`src/rtl/cd_pila_if.sv`:
```
`default_nettype none
// ============================================================================
// Module      : cd_pila_if
// Description : Control/status bundle between the control unit and the
//               cd_pila datapath: instruction word, datapath controls and
//               the PC, opcode, flag and return-stack status coming back.
// Revision    : 1.0 - initial release
// ============================================================================
interface cd_pila_if #(
  parameter int PC_W        = 10,
  parameter int STACK_DEPTH = 8
);
  logic [15:0]                          instr;
  logic                                 s_inc;
  logic                                 s_inm;
  logic                                 we3;
  logic                                 wez;
  logic [2:0]                           op_alu;
  logic                                 s_call;
  logic                                 s_ret;
  logic [PC_W-1:0]                      pc;
  logic [5:0]                           opcode;
  logic                                 z;
  logic [$clog2(STACK_DEPTH+1)-1:0]     sp_count;
  logic                                 stk_err;

  // Control unit / program memory side
  modport master (
    output instr, s_inc, s_inm, we3, wez, op_alu, s_call, s_ret,
    input  pc, opcode, z, sp_count, stk_err
  );

  // Datapath side
  modport slave (
    input  instr, s_inc, s_inm, we3, wez, op_alu, s_call, s_ret,
    output pc, opcode, z, sp_count, stk_err
  );
endinterface
`default_nettype wire

```
`src/rtl/cd_pila.sv`:
```
`default_nettype none
// ============================================================================
// Module      : cd_pila
// Description : Single-cycle datapath (PC, 16-entry register file, ALU,
//               immediate mux, Z flag) with a hardware return-address stack
//               for subroutine call/return.
//               Define CD_STACK_CHECK_EN to enable overflow/underflow
//               detection with a sticky stk_err flag; when undefined the
//               stack pointer wraps and stk_err is tied low.
// Revision    : 1.0 - initial release
// ============================================================================
module cd_pila #(
  parameter int PC_W        = 10,
  parameter int DATA_W      = 8,
  parameter int STACK_DEPTH = 8
) (
  input  wire logic clk,
  input  wire logic reset,
  cd_pila_if.slave  bus
);

  localparam int                c_SP_W     = $clog2(STACK_DEPTH + 1);
  localparam int                c_AW       = $clog2(STACK_DEPTH);
  localparam logic [c_SP_W-1:0] c_DEPTH    = c_SP_W'(STACK_DEPTH);
  localparam logic [c_SP_W-1:0] c_DEPTH_M1 = c_SP_W'(STACK_DEPTH - 1);

  logic [PC_W-1:0]   r_pc;
  logic              r_z;
  logic [c_SP_W-1:0] r_sp;
  logic [DATA_W-1:0] r_rf    [16];
  logic [PC_W-1:0]   r_stack [STACK_DEPTH];

  logic [3:0]        w_ra1, w_ra2, w_wa;
  logic [DATA_W-1:0] w_a, w_b, w_alu, w_wdata;
  logic [PC_W-1:0]   w_target, w_pc_inc, w_pc_next;
  logic              w_push, w_pop;
  logic [c_SP_W-1:0] w_sp_inc, w_sp_dec;
  logic [c_AW-1:0]   w_push_idx, w_pop_idx;

  assign w_ra1    = bus.instr[11:8];
  assign w_ra2    = bus.instr[7:4];
  assign w_wa     = bus.instr[3:0];
  assign w_target = bus.instr[PC_W-1:0];
  assign w_pc_inc = r_pc + PC_W'(1);

  // Register 0 is hard-wired to zero on both read ports
  assign w_a = (w_ra1 == 4'd0) ? '0 : r_rf[w_ra1];
  assign w_b = (w_ra2 == 4'd0) ? '0 : r_rf[w_ra2];

  // ALU: results are naturally truncated to DATA_W
  always_comb begin
    w_alu = w_a;
    case (bus.op_alu)
      3'b000:  w_alu = w_a;
      3'b001:  w_alu = ~w_a;
      3'b010:  w_alu = w_a + w_b;
      3'b011:  w_alu = w_a - w_b;
      3'b100:  w_alu = w_a & w_b;
      3'b101:  w_alu = w_a | w_b;
      3'b110:  w_alu = '0 - w_a;
      default: w_alu = '0 - w_b;
    endcase
  end

  assign w_wdata = bus.s_inm ? DATA_W'(bus.instr[11:4]) : w_alu;

`ifdef CD_STACK_CHECK_EN
  logic r_err;
  logic w_ovf, w_unf;

  // Return has priority, so a combined call+return can only underflow
  assign w_ovf    = bus.s_call & ~bus.s_ret & (r_sp == c_DEPTH);
  assign w_unf    = bus.s_ret & (r_sp == '0);
  assign w_push   = bus.s_call & ~bus.s_ret & ~w_ovf;
  assign w_pop    = bus.s_ret & ~w_unf;
  assign w_sp_inc = r_sp + c_SP_W'(1);
  assign w_sp_dec = r_sp - c_SP_W'(1);

  // Sticky stack error, cleared only by reset
  always_ff @(posedge clk) begin
    if (reset) r_err <= 1'b0;
    else       r_err <= r_err | w_ovf | w_unf;
  end

  assign bus.stk_err = r_err;
`else
  // Unchecked stack: the pointer wraps modulo the depth
  assign w_push   = bus.s_call & ~bus.s_ret;
  assign w_pop    = bus.s_ret;
  assign w_sp_inc = (r_sp == c_DEPTH_M1) ? '0 : r_sp + c_SP_W'(1);
  assign w_sp_dec = (r_sp == '0) ? c_DEPTH_M1 : r_sp - c_SP_W'(1);

  assign bus.stk_err = 1'b0;
`endif

  // Push and pop only address entries below STACK_DEPTH, so the low bits suffice
  assign w_push_idx = r_sp[c_AW-1:0];
  assign w_pop_idx  = w_sp_dec[c_AW-1:0];

  // Next-PC priority: return, call, increment, jump; a failed pop falls through to PC+1
  always_comb begin
    w_pc_next = w_target;
    if (bus.s_ret)       w_pc_next = w_pop ? r_stack[w_pop_idx] : w_pc_inc;
    else if (bus.s_call) w_pc_next = w_target;
    else if (bus.s_inc)  w_pc_next = w_pc_inc;
  end

  // PC, Z flag and stack pointer
  always_ff @(posedge clk) begin
    if (reset) begin
      r_pc <= '0;
      r_z  <= 1'b0;
      r_sp <= '0;
    end else begin
      r_pc <= w_pc_next;
      if (bus.wez) r_z <= (w_alu == '0);
      if (w_push)     r_sp <= w_sp_inc;
      else if (w_pop) r_sp <= w_sp_dec;
    end
  end

  // Register file write port; contents are not reset, register 0 never written
  always_ff @(posedge clk) begin
    if (!reset && bus.we3 && (w_wa != 4'd0)) r_rf[w_wa] <= w_wdata;
  end

  // Return-address storage; contents are not reset
  always_ff @(posedge clk) begin
    if (!reset && w_push) r_stack[w_push_idx] <= w_pc_inc;
  end

  assign bus.pc       = r_pc;
  assign bus.opcode   = bus.instr[15:10];
  assign bus.z        = r_z;
  assign bus.sp_count = r_sp;

endmodule
`default_nettype wire
```
`src/flat_wrapper.sv`:
```
// flat-port wrapper written by rule: the top's interface ports become plain ports
module cd_pila_flat 
#(
  parameter int PC_W        = 10,
  parameter int DATA_W      = 8,
  parameter int STACK_DEPTH = 8
)
  (clk, reset, bus_instr, bus_s_inc, bus_s_inm, bus_we3, bus_wez, bus_op_alu, bus_s_call, bus_s_ret, bus_pc, bus_opcode, bus_z, bus_sp_count, bus_stk_err);
  cd_pila_if #(.PC_W(PC_W), .STACK_DEPTH(STACK_DEPTH)) bus_i ();
  input  wire logic clk;
  input  wire logic reset;
  input wire logic [$bits(bus_i.instr)-1:0] bus_instr;
  input wire logic [$bits(bus_i.s_inc)-1:0] bus_s_inc;
  input wire logic [$bits(bus_i.s_inm)-1:0] bus_s_inm;
  input wire logic [$bits(bus_i.we3)-1:0] bus_we3;
  input wire logic [$bits(bus_i.wez)-1:0] bus_wez;
  input wire logic [$bits(bus_i.op_alu)-1:0] bus_op_alu;
  input wire logic [$bits(bus_i.s_call)-1:0] bus_s_call;
  input wire logic [$bits(bus_i.s_ret)-1:0] bus_s_ret;
  output wire logic [$bits(bus_i.pc)-1:0] bus_pc;
  output wire logic [$bits(bus_i.opcode)-1:0] bus_opcode;
  output wire logic [$bits(bus_i.z)-1:0] bus_z;
  output wire logic [$bits(bus_i.sp_count)-1:0] bus_sp_count;
  output wire logic [$bits(bus_i.stk_err)-1:0] bus_stk_err;
  assign bus_i.instr = bus_instr;
  assign bus_i.s_inc = bus_s_inc;
  assign bus_i.s_inm = bus_s_inm;
  assign bus_i.we3 = bus_we3;
  assign bus_i.wez = bus_wez;
  assign bus_i.op_alu = bus_op_alu;
  assign bus_i.s_call = bus_s_call;
  assign bus_i.s_ret = bus_s_ret;
  assign bus_pc = bus_i.pc;
  assign bus_opcode = bus_i.opcode;
  assign bus_z = bus_i.z;
  assign bus_sp_count = bus_i.sp_count;
  assign bus_stk_err = bus_i.stk_err;
  cd_pila #(.PC_W(PC_W), .DATA_W(DATA_W), .STACK_DEPTH(STACK_DEPTH)) u_core (.clk(clk), .reset(reset), .bus(bus_i));
endmodule
```
`config.mk`:
```
export PLATFORM = sky130hd
export DESIGN_NAME = cd_pila_flat
export DESIGN_NICKNAME = d
export VERILOG_FILES = /design/src/rtl/cd_pila_if.sv /design/src/rtl/cd_pila.sv /design/src/flat_wrapper.sv
export SDC_FILE = /design/constraint.sdc
export NUM_CORES = 1
export LEC_CHECK = 0
export ABC_AREA = 1
export CAP_MARGIN = 40
export CORE_ASPECT_RATIO = 0.7
export CORE_MARGIN = 4
export CORE_UTILIZATION = 60
export DETAILED_ROUTE_END_ITERATION = 8
export PLACE_DENSITY = 0.87
export SYNTH_ARGS = -nofsm -noshare
export SYNTH_HDL_FRONTEND = slang
export SYNTH_SLANG_ARGS = --single-unit
```
`constraint.sdc`:
```
create_clock -name clk -period 5.55 [get_ports clk]
set_input_delay 1.3875 -clock clk [delete_from_list [all_inputs] [get_ports clk]]
set_output_delay 1.3875 -clock clk [all_outputs]
set_load 0.02 [all_outputs]
```
After elaboration in Yosys (flattened, before gate mapping)
Memory sizes are Yosys's and may differ from the RTL's.
Cells that the tools add are included.
- output and inout port bits: 22
- register bits: 15
- memory bits (writable): 208
- memories: 2
- bits of input ports: 27
- logic and storage cells: 50
- mux-type cells: 15
- reduce and logical (&&, ||, !) cells: 11
- equality and inequality tests: 7
- add/sub/neg operators: 7
- bitwise gates (word level): 5
- memories (name ; words ; width ; read ports ; clocked after memory_dff ; write ports ; line ; source):
    u_core.r_rf ; 16 ; 8 ; 2 ; 0 ; 1 ; cd_pila.sv:30 ; logic [DATA_W-1:0] r_rf [16];
    u_core.r_stack ; 8 ; 10 ; 1 ; 0 ; 1 ; cd_pila.sv:31 ; logic [PC_W-1:0] r_stack [STACK_DEPTH];
- operators with widths (kind ; number):
    8-bit one-hot mux with 7 select lines ; 1
    10-bit two-way mux ; 3
    8-bit two-way mux ; 3
    4-bit two-way mux ; 4
    1-bit by 8-bit subtractor with 8-bit output, first input constant ; 2
    4-bit logical NOT ; 3
    10-bit by 1-bit adder with 10-bit output, second input constant ; 1
    3-bit == test, second input constant ; 3
    8-bit adder ; 1
    8-bit AND ; 1
    8-bit logical NOT ; 1
    8-bit NOT ; 1
    8-bit bitwise OR ; 1
    8-bit subtractor ; 1
    3-bit by 2-bit == test with 1-bit output, second input constant ; 2
    4-bit by 1-bit adder with 4-bit output, second input constant ; 1
    4-bit by 3-bit == test with 1-bit output, second input constant ; 1
    1-bit two-way mux ; 4
    4-bit nonzero test ; 1
    4-bit by 1-bit subtractor with 4-bit output, second input constant ; 1
    3-bit by 1-bit == test with 1-bit output, second input constant ; 1
    1-bit logical AND ; 3
    3-bit logical NOT ; 1
    2-bit nonzero test ; 1
    other kinds (3) ; 3

Logic depth before layout (Yosys ltp)
- depth in word-level cells: 5
- gate-level depth with buffers: 30
- mapped depth without buffers: 28

Least setup slack after synthesis
OpenSTA, ideal clock, no wires.
- kind: input -> register
- start point: input port bus_instr[5]
- end point: memory u_core.r_rf[0][5] (data pin)
- arrival: 4516 ps
- slack: 703 ps
- required time: 5220 ps
- stages: 26
- path buffers: 2
- setup time: 330 ps
- cell sequence: buf_4 -> inv_2 -> buf_2 -> nand3_1 -> nand2_1 -> nand2_1 -> nand2_1 -> inv_1 -> nand2_1 -> nand2_2 -> ha_1 -> nor2_1 -> xnor2_1 -> inv_1 -> ha_1 -> a21oi_1 -> nand2_1 -> nand2_1 -> inv_1 -> o21ai_0 -> nand2_1 -> a21oi_1 -> o21ai_0 -> nand3_1 -> nand2_1 -> o21ai_0
- longest elaborated chain between the ends: 5
- elaborated cells between the ends (all ways): 10
- classes of those cells: 3 x add/sub; 3 x mux; 2 x bitwise; 1 x reduce/logical; 1 x memory
- RTL lines (element ; line ; source):
    from (decl) ; flat_wrapper.sv:12 ; input wire logic [$bits(bus_i.instr)-1:0] bus_instr;
    memory 16 x 8 bit / 4-bit logical NOT (equally long branches) ; -- ;
    8-bit two-way mux (*) ; cd_pila.sv:48 ; assign w_b = (w_ra2 == 4'd0) ? '0 : r_rf[w_ra2];
    1-bit by 8-bit subtractor with 8-bit output (tied with other cells) ; cd_pila.sv:61 ; default: w_alu = '0 - w_b;
    8-bit one-hot mux with 7 select lines (*) ; cd_pila.sv:53 ; case (bus.op_alu)
    8-bit two-way mux (*) ; cd_pila.sv:65 ; assign w_wdata = bus.s_inm ? DATA_W'(bus.instr[11:4]) : w_alu;
    net u_core.w_wdata[5] ; cd_pila.sv:34 ; logic [DATA_W-1:0] w_a, w_b, w_alu, w_wdata;
    to (decl) ; cd_pila.sv:30 ;
Mark *: on every way through the listed nets, which the timed path passes. The rest lies on a longest branch.

Worst setup path in the final report
- start point: input port bus_instr[5]
- end point: memory u_core.r_rf[3][7] (data pin)
The elaborated chain is that of the path after synthesis.

==> reports/metrics.cfg <==
[status]
status=completed

[cells_and_area]
drive_gt1_share_pct=8.100
fin_nets=1631
antennaDiodeCount=0
post-route-util_pct=70.01
area_growth_pct=12.46
n_fill_cell=1506

[timing]
hold_violations=0
hold_ws_ns=0.4805
rsz0062_at_grt=false
tightestPinTransition_ns=0.9410
setup_viol=0
fin_tns_setup_ns=0
min_period_over_period_pct=90.12
fmax_ghz=0.1999
max_slew_margin_pct=37.03
fin_ws_ns=0.5481
slew_viol_final=0
skew_ns=0.02263
min_period_ns=5.002

[clock_network]
clock_path_buffers=3
cts.hold.buffers_added=0
cts_setup_buffers=0
clk_pin_slew_ns=0.06
ctsResizeCount=0
cts.sinks=223
clk_latency_ns=0.53
cts_max_level=1
cts_tree=built
cts_made_buffers=22
root_buffer=clkbuf_16

[setup_path]
start_kind=primary input
crit_fanout=26
crit_type=primary input to register
worstPathArrival_ns=5.27
worstPathRequired_ns=5.81
worstSetupEndpointType=register

[route]
drc=0
drt_iter0_drc=1809
drtPass1Iterations=6
drtAntennaViolNets=0
vias=11099
drt-total-wl_mm=36.39
wire_per_inst_um=19.41
viasPerCell=5.919

[grt]
met2_usage_pct=45.05
grt_pass1_vias=10457
grt_max_degree=77
met1_usage_pct=45.00
grt_pass1_wl_mm=57.09
use_met3_pct=9.989
grt.total_usage_pct=31.04
gr-max-usage-layer=met2
grt.overflow.total=0
antenna_found_initial=0

[floorplan]
design.die.area_mm2=0.02335
core_mm2=0.02018
die_h_um=129.1
start_util_pct=62.25
fp.dieW_um=180.9
io_pins=49
rows=43

[placed_design]
gp_congestion=1.024
place_ws_ns=0.1350
dp_hpwl_mm=25.12
port-buffer-count=39

[logic_synthesis]
yosys_warnings=0
synth-edff-count=208
syn_area_mm2=0.01256
ys_ff_latch=223
ys.flop_type=edfxtp_1
async_flop_share_pct=0
syn_inst=1537
synth_seq_area_share_pct=52.12
syn_avg_cell_area_um2=8.171
synth.distinct_cells=43

[flow_run]
maxCapViolations=0

[power_and_ir_drop]
power_leakage_nw=6.262
power.total_mw=4.396
p_per_area_mw_per_mm2=311.2
ir_drop_mv=0.3118

[hold_path]
min_path_type=register to register

==> worst paths after layout <==
path | startpoint | end | slack, ns | cells past startpoint
worst max-delay path | bus_instr[5] | u_core.r_rf[3][7] | 0.55 | 27
worst min-delay path | u_core.bus.z | u_core.bus.z | 0.48 | 2
worst max register to register | u_core.r_rf[15][1] | u_core.r_rf[3][7] | 1.76 | 26
worst min register to register | u_core.bus.z | u_core.bus.z | 0.48 | 2
==> state kept, by name, summed over array words and instances (netlist names) <==
name and count:
u_core.r_stack 80, u_core.bus.z 1, u_core.r_rf 128, u_core.bus.pc 10, u_core.bus.sp_count 4
==> power breakdown <==
group	internal (mW)	switching, mW
Sequential	1.93	0.0259
Combinational	0.294	0.621
Clock	0.863	0.663
==> metal layers <==
layer,vias up,share of wire (%)
met4,0,2.9
li1,5093,-
met3,112,16
met5,-,0
met2,858,42
met1,5036,39
==> cell usage in the layout (no fill, tap or decap), types with 2 or more instances in the layout <==
master           synthesis  routed
clkbuf_8                 0       2
clkdlybuf4s50_1          0      37
nor3_1                   6       6
nand2_1                491     491
clkbuf_1                19       4
buf_6                   17       2
o211ai_1                15      15
bufinv_16                0       2
nor2_1                 113     112
clkinvlp_4               0       3
xor2_1                  12      12
buf_4                   15      45
ha_1                    14      14
nor2_2                   5       6
inv_1                  202     202
a31oi_1                  3       3
edfxtp_1               208     208
a211oi_1                 2       2
nor2_4                   4       4
dfxtp_1                 15      15
nand2_2                  6       6
clkinv_1                 3       3
buf_12                   0       9
clkbuf_16                0      22
clkinv_2                 0       4
o21ai_0                 69      64
nand3_1                210     210
o21ai_1                  5      10
buf_2                   24       2
o22ai_1                 17      17
inv_2                   11      11
a21oi_2                  3       3
a21oi_1                 27      27
conb_1                   1       9
xnor2_1                  5       5
==> cells by family after synthesis <==
logic type	Yosys count	share of synthesized area, %
buffers and inverters	293	10.49
flip-flops	223	52.12
AO/OA/AOI/OAI	148	6.705
other	1	0.02986
adder cells (fa/ha/maj)	15	1.554
AND/OR/NAND/NOR	840	27.91
XOR/XNOR	17	1.185
==> synth_stat cells, types with 2 or more instances <==
cell type | n | area [um^2]
a211oi_1 | 2 | 15.01
a21oi_1 | 27 | 135.1
a21oi_2 | 3 | 26.28
a31oi_1 | 3 | 18.77
buf_2 | 24 | 120.1
buf_4 | 15 | 112.6
buf_6 | 17 | 191.4
clkbuf_1 | 19 | 71.32
clkinv_1 | 3 | 11.26
dfxtp_1 | 15 | 300.3
edfxtp_1 | 208 | 6246
ha_1 | 14 | 175.2
inv_1 | 202 | 758.2
inv_2 | 11 | 41.29
nand2_1 | 491 | 1843
nand2_2 | 6 | 37.54
nand3_1 | 210 | 1051
nor2_1 | 113 | 424.2
nor2_2 | 5 | 31.28
nor2_4 | 4 | 45.04
nor3_1 | 6 | 30.03
o211ai_1 | 15 | 112.6
o21ai_0 | 69 | 345.3
o21ai_1 | 5 | 25.02
o22ai_1 | 17 | 106.4
xnor2_1 | 5 | 43.79
xor2_1 | 12 | 105.1
==> per-stage QoR <==
step | std cells | area (um^2)
finish | 1875 | 14120
global placement | 1820 | 13250
detailed placement | 1834 | 13390
floorplan | 1545 | 12590
CTS | 1874 | 14120
global route | 1875 | 14120
==> final cells by class <==
class	count	area, um^2	area share (%)
sequential	223	6546	46.35
multi-input combinational	1029	4743	33.58
timing repair buffer	96	948.4	6.715
inverter	217	817.0	5.784
clock buffer	28	593.1	4.199
tap	270	337.8	2.392
clock inverter	12	138.9	0.9833
==> worst max-delay path: stages <==
cell and delay (ns):
clkdlybuf4s50_1 0.58, inv_2 0.07, buf_12 0.17, nand3_1 0.10, nand3_1 0.06, nand3_1 0.18, nand2_1 0.11, nand2_2 0.12
ha_1 0.18, nand3_1 0.10, o31ai_1 0.26, xor2_1 0.18, inv_1 0.06, ha_1 0.33, a21oi_1 0.14, o21ai_0 0.09
a31oi_1 0.21, inv_1 0.07, nand3_1 0.08, nand2_1 0.07, inv_1 0.05, nand2_1 0.04, nand3_1 0.06, nand2_1 0.06
a21oi_2 0.18, o21ai_1 0.12, buf_12 0.17
(Power assumes the default switching activity.)
